### src/rtl/alu_cpu_sequencer_if.sv
`default_nettype none
// ============================================================================
//  Module   : alu_cpu_sequencer_if
//  Purpose  : Instruction bus between the sequencer (master) and the
//             accumulator ALU CPU (slave).
//  Revision : 1.0  initial release
// ============================================================================
interface alu_cpu_sequencer_if;
   logic [2:0]  cpu_instruction;
   logic [15:0] cpu_data;
   logic        cpu_new_instruction;
   logic        cpu_ready;
   logic [15:0] cpu_result;

   modport master (
      output cpu_instruction,
      output cpu_data,
      output cpu_new_instruction,
      input  cpu_ready,
      input  cpu_result
   );

   modport slave (
      input  cpu_instruction,
      input  cpu_data,
      input  cpu_new_instruction,
      output cpu_ready,
      output cpu_result
   );
endinterface
`default_nettype wire

### src/rtl/alu_cpu_sequencer.sv
`default_nettype none
// ============================================================================
//  Module   : alu_cpu_sequencer
//  Purpose  : Stores a short {opcode, operand} program and replays it into
//             the accumulator ALU CPU, pacing each issue on cpu_ready and
//             capturing DataOutput after each instruction completes.
//  Options  : SEQ_TIMEOUT_EN - bound every ready wait by TIMEOUT cycles and
//             flag a sticky error when it expires.
//  Revision : 1.0  initial release
// ============================================================================
module alu_cpu_sequencer #(
   parameter int AW      = 4,
   parameter int TIMEOUT = 64
) (
   input  logic                 clk,
   input  logic                 rst,
   input  logic                 prog_we,
   input  logic [AW-1:0]        prog_addr,
   input  logic [18:0]          prog_wdata,
   input  logic [AW:0]          prog_len,
   input  logic                 start,
   output logic                 busy,
   output logic                 done,
   output logic                 error,
   alu_cpu_sequencer_if.master  cpu_if,
   output logic [15:0]          result,
   output logic                 result_valid,
   output logic [AW-1:0]        result_index
);

   localparam int c_DEPTH = 2 ** AW;

   typedef enum logic [2:0] {
      S_IDLE      = 3'd0,
      S_FETCH     = 3'd1,
      S_ISSUE     = 3'd2,
      S_WAIT_ACK  = 3'd3,
      S_WAIT_DONE = 3'd4,
      S_CAPTURE   = 3'd5,
      S_FIN       = 3'd6
   } state_t;

   state_t        r_state;
   logic [AW:0]   r_len;
   logic [AW-1:0] r_pc;
   logic [18:0]   r_word;
   logic [18:0]   r_mem [c_DEPTH];

   // A zero timeout would make every wait fail before ready is ever seen.
   if (TIMEOUT < 1) begin : g_bad_timeout
      $error("alu_cpu_sequencer: TIMEOUT must be at least 1");
   end

`ifdef SEQ_TIMEOUT_EN
   localparam int c_TW = $clog2(TIMEOUT + 1);
   localparam logic [c_TW-1:0] c_TMO_LAST = c_TW'(TIMEOUT - 1);
   logic [c_TW-1:0] r_tmo;
`endif

   // Program memory: writes only while idle so a running program is never
   // modified underneath the replay.
   always_ff @(posedge clk) begin
      if (prog_we && (r_state == S_IDLE)) begin
         r_mem[prog_addr] <= prog_wdata;
      end
   end

   // Sequencer FSM with registered outputs.
   always_ff @(posedge clk or negedge rst) begin
      if (!rst) begin
         r_state                    <= S_IDLE;
         r_len                      <= '0;
         r_pc                       <= '0;
         r_word                     <= '0;
         busy                       <= 1'b0;
         done                       <= 1'b0;
         error                      <= 1'b0;
         result                     <= '0;
         result_valid               <= 1'b0;
         result_index               <= '0;
         cpu_if.cpu_instruction     <= '0;
         cpu_if.cpu_data            <= '0;
         cpu_if.cpu_new_instruction <= 1'b0;
`ifdef SEQ_TIMEOUT_EN
         r_tmo                      <= '0;
`endif
      end else begin
         done                       <= 1'b0;
         result_valid               <= 1'b0;
         cpu_if.cpu_new_instruction <= 1'b0;
         case (r_state)
            S_IDLE: begin
               if (start) begin
                  r_len   <= prog_len;
                  r_pc    <= '0;
                  error   <= 1'b0;
                  busy    <= 1'b1;
                  r_state <= (prog_len == '0) ? S_FIN : S_FETCH;
               end
            end
            S_FETCH: begin
               r_word  <= r_mem[r_pc];
               r_state <= S_ISSUE;
`ifdef SEQ_TIMEOUT_EN
               r_tmo   <= '0;
`endif
            end
            S_ISSUE: begin
               if (cpu_if.cpu_ready) begin
                  cpu_if.cpu_instruction     <= r_word[18:16];
                  cpu_if.cpu_data            <= r_word[15:0];
                  cpu_if.cpu_new_instruction <= 1'b1;
                  r_state                    <= S_WAIT_ACK;
`ifdef SEQ_TIMEOUT_EN
                  r_tmo                      <= '0;
               end else if (r_tmo == c_TMO_LAST) begin
                  error   <= 1'b1;
                  r_state <= S_FIN;
               end else begin
                  r_tmo   <= r_tmo + 1'b1;
`endif
               end
            end
            S_WAIT_ACK: begin
               // Ready falling is the CPU's acknowledgement of the issue.
               if (!cpu_if.cpu_ready) begin
                  r_state <= S_WAIT_DONE;
`ifdef SEQ_TIMEOUT_EN
                  r_tmo   <= '0;
               end else if (r_tmo == c_TMO_LAST) begin
                  error                      <= 1'b1;
                  cpu_if.cpu_new_instruction <= 1'b0;
                  r_state                    <= S_FIN;
               end else begin
                  r_tmo   <= r_tmo + 1'b1;
`endif
               end
            end
            S_WAIT_DONE: begin
               if (cpu_if.cpu_ready) begin
                  r_state <= S_CAPTURE;
`ifdef SEQ_TIMEOUT_EN
               end else if (r_tmo == c_TMO_LAST) begin
                  error   <= 1'b1;
                  r_state <= S_FIN;
               end else begin
                  r_tmo   <= r_tmo + 1'b1;
`endif
               end
            end
            S_CAPTURE: begin
               result       <= cpu_if.cpu_result;
               result_index <= r_pc;
               result_valid <= 1'b1;
               // pc stops at len-1; it never wraps even at full depth.
               if ({1'b0, r_pc} == (r_len - 1'b1)) begin
                  r_state <= S_FIN;
               end else begin
                  r_pc    <= r_pc + 1'b1;
                  r_state <= S_FETCH;
               end
            end
            S_FIN: begin
               done    <= 1'b1;
               busy    <= 1'b0;
               r_state <= S_IDLE;
            end
            default: begin
               r_state <= S_IDLE;
            end
         endcase
      end
   end

endmodule
`default_nettype wire

### src/flat_wrapper.sv
// flat-port wrapper written by rule: the top's interface ports become plain ports
module alu_cpu_sequencer_flat 
#(
   parameter int AW      = 4,
   parameter int TIMEOUT = 64
)
  (clk, rst, prog_we, prog_addr, prog_wdata, prog_len, start, busy, done, error, result, result_valid, result_index, cpu_if_cpu_instruction, cpu_if_cpu_data, cpu_if_cpu_new_instruction, cpu_if_cpu_ready, cpu_if_cpu_result);
  alu_cpu_sequencer_if cpu_if_i ();
  input  logic clk;
  input  logic rst;
  input  logic prog_we;
  input  logic [AW-1:0] prog_addr;
  input  logic [18:0] prog_wdata;
  input  logic [AW:0] prog_len;
  input  logic start;
  output logic busy;
  output logic done;
  output logic error;
  output logic [15:0] result;
  output logic result_valid;
  output logic [AW-1:0] result_index;
  output wire logic [$bits(cpu_if_i.cpu_instruction)-1:0] cpu_if_cpu_instruction;
  output wire logic [$bits(cpu_if_i.cpu_data)-1:0] cpu_if_cpu_data;
  output wire logic [$bits(cpu_if_i.cpu_new_instruction)-1:0] cpu_if_cpu_new_instruction;
  input wire logic [$bits(cpu_if_i.cpu_ready)-1:0] cpu_if_cpu_ready;
  input wire logic [$bits(cpu_if_i.cpu_result)-1:0] cpu_if_cpu_result;
  assign cpu_if_cpu_instruction = cpu_if_i.cpu_instruction;
  assign cpu_if_cpu_data = cpu_if_i.cpu_data;
  assign cpu_if_cpu_new_instruction = cpu_if_i.cpu_new_instruction;
  assign cpu_if_i.cpu_ready = cpu_if_cpu_ready;
  assign cpu_if_i.cpu_result = cpu_if_cpu_result;
  alu_cpu_sequencer #(.AW(AW), .TIMEOUT(TIMEOUT)) u_core (.clk(clk), .rst(rst), .prog_we(prog_we), .prog_addr(prog_addr), .prog_wdata(prog_wdata), .prog_len(prog_len), .start(start), .busy(busy), .done(done), .error(error), .cpu_if(cpu_if_i), .result(result), .result_valid(result_valid), .result_index(result_index));
endmodule
### config.mk
export PLATFORM = sky130hd
export DESIGN_NAME = alu_cpu_sequencer_flat
export DESIGN_NICKNAME = d
export VERILOG_FILES = /design/src/rtl/alu_cpu_sequencer_if.sv /design/src/rtl/alu_cpu_sequencer.sv /design/src/flat_wrapper.sv
export SDC_FILE = /design/constraint.sdc
export NUM_CORES = 1
export LEC_CHECK = 0
export CORE_MARGIN = 2
export CORE_UTILIZATION = 63
export DETAILED_ROUTE_END_ITERATION = 12
export PLACE_DENSITY_LB_ADDON = 0.05
export SYNTH_ARGS = -nofsm -noshare
export SYNTH_HDL_FRONTEND = slang
export SYNTH_SLANG_ARGS = --single-unit
### constraint.sdc
create_clock -name clk -period 6.36 [get_ports clk]
set_input_delay 0.954 -clock clk [delete_from_list [all_inputs] [get_ports clk]]
set_output_delay 0.954 -clock clk [all_outputs]
set_load 0.01 [all_outputs]
---- Word-level counts from Yosys, hierarchy flattened ----
Memory sizes are Yosys's and may differ from the RTL's. A register that Yosys moved wholly into a read port is not among the register bits.
Cells that the tools add are included.
storage, ports and cells
  bits in registers ....................... 55
  bits in writable memories ............... 304
  input port bits ......................... 49
  output and inout port bits .............. 44
  word-level logic and storage cells ...... 55
  memories kept ........................... 1
memories
  name          depth  width  read ports  clocked after memory_dff  wr ports  line                     source
  u_core.r_mem  16     19     1           1                         1         alu_cpu_sequencer.sv:47  logic [18:0] r_mem [c_DEPTH];
operators by class
  add/sub/neg operators ................... 2
  eq/ne operators ......................... 12
  muxes and demuxes ....................... 18
  reductions and logical operators ........ 11
operators with widths
  kind                                                                   number
  3-bit two-way mux                                                      6
  3-bit case mux with 6 select lines                                     1
  2-bit != test, second input constant                                   5
  3-bit equality test, second input constant                             3
  4-bit two-way mux                                                      2
  4-bit case mux with 2 select lines                                     1
  1-bit two-way mux                                                      7
  3-bit by 2-bit equality test with 1-bit output, second input constant  2
  2-bit AND reduction                                                    3
  4-bit by 5-bit equality test with 1-bit output                         1
  5-bit zero test                                                        1
  5-bit by 1-bit subtractor with 5-bit output, second input constant     1
  4-bit by 1-bit adder with 4-bit output, second input constant          1
  4-bit AND reduction                                                    1
  2-bit nonzero test                                                     2
  3-bit by 1-bit equality test with 1-bit output, second input constant  1
  3-bit zero test                                                        1
  3-bit AND reduction                                                    1
  1-bit case mux with 2 select lines                                     1
  1-bit logical AND                                                      1
  1-bit zero test                                                        1

---- Longest topological paths before layout ----
Gate-level depths: netlist of the first run.
  depth after elaboration ................. 4
  mapped depth ............................ 7
  gate-level depth less buffers ........... 7

---- Worst setup path before layout of the first run ----
No wires, ideal clock.
  path type ............................... in2reg
  start ................................... input prog_we
  end ..................................... memory u_core.r_mem[0][0] (enable)
  setup time .............................. 0.419 ns
  data arrival time ....................... 2.724 ns
  required time ........................... 5.941 ns
  path slack .............................. 3.217 ns
  cell stages on the path ................. 3
  path buffers ............................ 0
  cells stage by stage .................... nand2_1 -> or3_1 -> nor3_1
on the way
  cells in the longest elaborated chain, start to end .. 3
RTL lines
  what                                     line                     source
  start: declaration                       flat_wrapper.sv:11       input logic prog_we;
  1-bit logical AND                        alu_cpu_sequencer.sv:63  if (prog_we && (r_state == S_IDLE)) begin
  1-bit two-way mux                        alu_cpu_sequencer.sv:63
  1-bit two-way mux (not written as such)  alu_cpu_sequencer.sv:64  r_mem[prog_addr] <= prog_wdata;
  end: declaration                         alu_cpu_sequencer.sv:47
Every way passes these cells.

==> results.py, run 1 <==
metrics = {
    "yosys": {
        "synth_warnings": 0,
        "ys_seq_area_share_pct": 75.3,
        "synth.top_cells.by_count": "edfxtp_1, mux4_2, nand2_1",
        "synth_ff_type": "edfxtp_1",
        "yosysTopAreaCellShare_pct": 62.6,
        "ys_ff_latch": 378,
        "synth_edf_count": 304,
        "synth.cell_area_um2": 14600,
        "synth_top_cells_by_area": "edfxtp_1, dfrtp_1, mux4_2",
        "synth_top_area_cell": "edfxtp_1",
        "synth.avg_cell_area_um2": 19.4,
        "async_reset_ff_share_pct": 19.6,
        "synthCells": 753,
        "post-synth-top-count-cell": "edfxtp_1",
        "yosysUniqueCellTypes": 36,
        "syn_nets": 804,
    },
    "timing": {
        "fin_crit_sh_pct": 48.6,
        "fin_skew_ps": 22.4,
        "worstMarginPinSlew_ps": 1360,
        "final_max_slew_viol_count": 0,
        "fmax_mhz": 324,
        "whs_ps": 478,
        "fin_setup_tns_ps": 0,
        "hold_violations": 0,
        "setup_viol": 0,
        "post-route-min-period_ps": 3090,
        "slew_headroom_pct": 9.49,
        "rsz0062_at_grt": "no",
    },
    "placement": {
        "dpl.hpwl_mm": 17.6,
        "gp_congestion": 0.791,
        "dp.cells": 1103,
        "port_buffers": 91,
    },
    "job": {
        "max-cap-violations": 0,
    },
    "route": {
        "vias_per_cell": 6.45,
        "wl_per_cell_um": 26.9,
        "drc": 0,
        "num_vias": 7576,
        "ant_nets": 0,
        "first_pass_iters": 5,
        "drtIter0Drc": 877,
        "drt-total-wl_mm": 31.6,
    },
    "setup_path": {
        "worstPathMaxFanout": 44,
        "critPathMaxStageDelay_ps": 950,
        "end_kind": "flip-flop",
        "cp_num_buf_inv": 1,
        "worstPathArrival_ps": 3460,
        "crit_type": "flip-flop to flip-flop",
        "cp_slowest_cell": "dfrtp_4",
        "cp.required_ps": 6730,
        "cp_cell_sequence": "buf_4 > mux4_2 > mux2i_1 > o21ai_1",
        "crit_path_start_kind": "flip-flop",
        "cpLargestDelayFamily": "multiplexers",
    },
    "layout": {
        "final_cells": 1174,
        "nNetsFinal": 909,
        "layout.area.seq_um2": 11000,
        "syn2layout_area_growth_pct": 16.7,
        "multi_input_area_um2": 3420,
        "drive_above_1_share_pct": 23.5,
        "fillers": 1302,
    },
    "floorplan": {
        "io-pin-count": 93,
        "core_area_um2": 22700,
        "die_y_um": 156,
        "row_count": 55,
        "die-area_um2": 24400,
        "die-width_um": 156,
        "initial_core_util_pct": 64.2,
    },
    "clock_tree": {
        "clock-sinks": 378,
        "hold_buffers": 0,
        "cts_tree": "done",
        "cts_buffer_depth": 3,
        "clk_pin_slew_ps": 60,
        "cts-buffers-inserted": 38,
        "cts_resized": 0,
        "ctsRootBufferMaster": "clkbuf_16",
        "post-cts-setup-buffers": 0,
        "clk-insertion-delay-late_ps": 540,
        "h-tree-depth": 2,
    },
    "global_route": {
        "grt_max_degree": 75,
        "grt_antenna_before_repair": 1,
        "track_usage_pct": 27.3,
        "grt_pass1_wl_mm": 48.2,
        "grt_pass1_vias": 7897,
        "gr-total-overflow": 0,
    },
    "outcome": {
        "status": "finished clean",
    },
    "power": {
        "switching_share_pct": 26.4,
        "combPwrFrac_pct": 20.2,
        "p_seq_share_pct": 47.4,
        "ir_drop_v": 0.000261,
        "p_int_mw": 4.88,
        "p_clk_share_pct": 32.4,
        "p_per_area_nw_per_um2": 390,
        "p_leak_nw": 5.64,
        "power.switching_mw": 1.75,
    },
    "hold_path": {
        "hp-class": "flip-flop to flip-flop",
    },
}
[worst reg2reg max path, stage by stage (launching register included)]
cell	delay, ps
dfrtp_4	950
buf_4	860
mux4_2	670
mux2i_1	340
o21ai_1	120
[registers in the layout, indices dropped and copies added, names as in the netlist]
name and cells:
u_core.busy 1, u_core.result_index 4, u_core.r_len 5, u_core.result 16
u_core.r_state 3, u_core.r_mem 304, u_core.result_valid 1, u_core.r_pc 4
u_core.cpu_if.cpu_data 16, u_core.r_word 19, u_core.done 1, u_core.cpu_if.cpu_new_instruction 1
u_core.cpu_if.cpu_instruction 3
[metrics by stage]
stage | util, % | worst slack, ps | total power [mW] | cell area, um2
after floorplan | - | 3220 | 3.97 | 14600
after global placement | 69.6 | 3040 | 4.47 | 15800
after detailed placement | 69.6 | 3010 | 4.53 | 15800
after CTS | 74.9 | 3210 | 6.67 | 17000
after global routing | 74.9 | 2990 | 6.90 | 17000
final | 74.9 | 3270 | 6.64 | 17000
[cell families after synthesis]
group / Yosys count / synth area share, %
buffers and inverters: 46 / 1.70
and+or+nand+nor: 126 / 3.68
DFF: 378 / 75.3
muxes: 142 / 16.6
adders and majority gates: 2 / 0.172
xor gates and xnor gates: 5 / 0.300
other: 1 / 0.0257
AOI/OAI and AO/OA: 53 / 2.24
[worst paths after layout]
path,startpoint,to,slack [ps],cells after the start
worst max-delay path,u_core.r_pc[0],u_core.r_word[10],3270,4
worst min-delay path,u_core.result[13],u_core.result[13],480,2
worst max register to register,u_core.r_pc[0],u_core.r_word[10],3270,4
worst min register to register,u_core.result[13],u_core.result[13],480,2
max in group asynchronous,rst,u_core.r_pc[0],4970,1
min in group asynchronous,rst,u_core.cpu_if.cpu_data[11],620,1
[power by group through the flow]
stage | Clock (mW) | Combinational [mW] | Sequential, mW
floorplan | 0 | 0.835 | 3.14
global placement | 0 | 1.30 | 3.17
detailed placement | 0 | 1.34 | 3.19
CTS | 2.18 | 1.35 | 3.14
global route | 2.27 | 1.45 | 3.18
finish | 2.15 | 1.34 | 3.14
[cell type report]
class	instances	area share, %
flip-flops and latches	378	64.6
multi-input cells	329	20.1
clock buffers	58	6.45
repair buffers	106	6.00
well taps	285	2.10
clock inverters	12	0.684
inverters	5	0.110
diodes	1	0.0147
[layout by cell type (no fill, tap or decap), drive strengths merged, types with 2 or more instances in the layout]
master and instances:
a21oi 9, nand2b 5, xnor2 2, o21ai 6, ha 2, clkdlybuf4s50 90
o31ai 3, mux2i 27, clkinv 9, nor2b 3, clkbuf 58, nor3 9
nand3b 2, buf 16, a31oi 17, edfxtp 304, mux4 76, nand2 76
inv 5, o22ai 15, mux2 39, dfrtp 74, clkinvlp 2, xor2 3
nor2 25
[routing by layer]
metal	global-route usage, %	up-vias	share of wire (%)
met5	0	-	0
met4	7.25	0	1.9
li1	-	3194	-
met1	40.6	3923	41
met3	4.81	54	9.2
met2	43.3	405	48
(Power assumes the default switching activity.)
==> run 2, diff against run 1 <==
CORE_UTILIZATION = 59   (was 63)
clock period = 3.1 ns   (was 6.36 ns; I/O delays follow)
==> run 2 against run 1 <==
  * First-iteration DRC count fell by 14%
  * Clock skew fell by 14 ps
  * Register-to-register slack got worse by 2600 ps
  * Final cell count rose by 4.9%
  * Sequential share of layout area fell by 0.97 points
  * Largest cell class unchanged
  * Wire length fell by 3.6%
  * Largest power group unchanged
  * Critical endpoint is now u_core.r_mem[10][15]
==> results.py, run 2 (synthesized netlist as in run 1, its figures left out) <==
metrics = {
    "outcome": {
        "status": "finished clean",
    },
    "global_route": {
        "track_usage_pct": 24.6,
        "grt_pass1_vias": 7814,
        "gr-total-overflow": 0,
        "grt_max_degree": 75,
        "grt_pass1_wl_mm": 47.1,
        "grt_antenna_before_repair": 2,
    },
    "floorplan": {
        "die-width_um": 161,
        "die_y_um": 161,
        "core_area_um2": 24300,
        "die-area_um2": 26000,
        "row_count": 57,
        "io-pin-count": 93,
        "initial_core_util_pct": 60.0,
    },
    "setup_path": {
        "critPathLaunch": "u_core.r_state[2]",
        "worstPathArrival_ps": 2690,
        "end_kind": "flip-flop",
        "r2r-start": "u_core.r_state[2]",
        "crit_path_start_kind": "flip-flop",
        "ff2ff_path_depth": 6,
        "cp.required_ps": 3310,
        "worstPathMaxFanout": 13,
        "rrSetupSlack_ps": 620,
        "crit_type": "flip-flop to flip-flop",
    },
    "power": {
        "combPwrFrac_pct": 20.5,
        "p_per_area_nw_per_um2": 796,
        "p_seq_share_pct": 46.7,
        "p_int_mw": 10.2,
        "p_leak_nw": 5.78,
        "power.switching_mw": 3.51,
        "ir_drop_v": 0.000533,
        "p_clk_share_pct": 32.9,
        "switching_share_pct": 25.5,
    },
    "clock_tree": {
        "h-tree-depth": 2,
        "post-cts-setup-buffers": 0,
        "ctsRootBufferMaster": "clkbuf_16",
        "cts_resized": 0,
        "clock-sinks": 378,
        "cts-buffers-inserted": 38,
        "hold_buffers": 0,
        "clk_pin_slew_ps": 60,
        "cts_buffer_depth": 3,
        "cts_tree": "done",
        "clk-insertion-delay-late_ps": 520,
    },
    "layout": {
        "largest_reg_flops": 304,
        "final_cells": 1231,
        "fillers": 1470,
        "reg_top3": "u_core.r_mem (304), u_core.r_word (19)",
        "final_area_um2": 17300,
        "drive_above_1_share_pct": 25.2,
        "final_cell_mix": "edfxtp_1, clkdlybuf4s50_1, nand2_1, mux4_2, dfrtp_1",
        "nNetsFinal": 929,
        "syn2layout_area_growth_pct": 18.4,
        "largest-register": "u_core.r_mem",
        "final_common_cell": "edfxtp_1",
    },
    "timing": {
        "fin_skew_ps": 8.78,
        "whs_ps": 74.5,
        "slew_headroom_pct": 34.3,
        "setup_viol": 0,
        "setup_ws_ps": 623,
        "rsz0062_at_grt": "no",
        "worstMarginPinSlew_ps": 986,
        "fin_crit_sh_pct": 79.9,
        "fmax_mhz": 404,
        "hold_violations": 0,
        "fin_setup_tns_ps": 0,
        "final_max_slew_viol_count": 0,
        "post-route-min-period_ps": 2480,
    },
    "placement": {
        "gp_congestion": 0.848,
        "dpl.hpwl_mm": 19.3,
        "port_buffers": 91,
        "place_ws_ps": 589,
        "dp.cells": 1162,
        "place_area_um2": 16000,
    },
    "route": {
        "vias_per_cell": 6.08,
        "wl_per_cell_um": 24.8,
        "ant_nets": 0,
        "num_vias": 7485,
        "drtIter0Drc": 750,
        "drt-total-wl_mm": 30.5,
        "first_pass_iters": 5,
        "drc": 0,
    },
    "job": {
        "max-cap-violations": 0,
    },
    "hold_path": {
        "hp-class": "input port to asynchronous set/reset pin",
    },
}
## run 2: changes by cell type in the layout (fill, tap and decap cells not counted), sizes merged
| cell | delta |
|---|---|
| clkinv | +1 |
| clkinvlp | -1 |
| bufinv | +1 |
| clkbuf | -3 |
| buf | +20 |
## run 2: routing by layer
layer	vias up	routed length [um]	track usage, %
li1	3231	-	-
met3	41	2470	5.88
met2	290	14500	38.4
met1	3921	13000	36.1
met4	2	497	6.17
met5	-	13	0
## run 2: final timing paths
path                                                to
worst min register to register  u_core.result_index[2]
max in group asynchronous               u_core.r_pc[0]
min in group clk                u_core.result_index[2]
worst max-delay path              u_core.r_mem[10][15]
worst max register to register    u_core.r_mem[10][15]
worst min-delay path                 u_core.r_word[14]
## run 2: area by class of cell
cell class	count	area (um2)	area share, %
clock inverters	13	111	0.645
clock buffers	55	1150	6.66
repair buffers	126	1180	6.85
diodes	1	2.50	0.0145
multi-input cells	329	3420	19.8
inverters	5	18.8	0.109
well taps	324	405	2.35
flip-flops and latches	378	11000	63.6
## run 2: through the flow
step	power (mW)	util, %
6_report	13.8	71.0
5_1_grt	14.3	71.0
4_1_cts	13.9	71.0
3_5_place_dp	9.34	65.8
3_3_place_gp	9.24	65.8
2_1_floorplan	8.15	-
## run 2: worst max-delay path, cell delays in order, from the launching register on
cell,delay (ps)
dfrtp_1,540
nor3_1,360
nand2_1,160
nor2_1,110
nand2_1,210
nor2_2,490
buf_4,300
## run 2: power by group through the flow
stage	logic [mW]	clock network (mW)	registers (mW)
floorplan	1.71	0	6.44
global placement	2.76	0	6.48
detailed placement	2.83	0	6.51
CTS	2.85	4.61	6.42
global route	3.06	4.81	6.48
finish	2.81	4.52	6.42
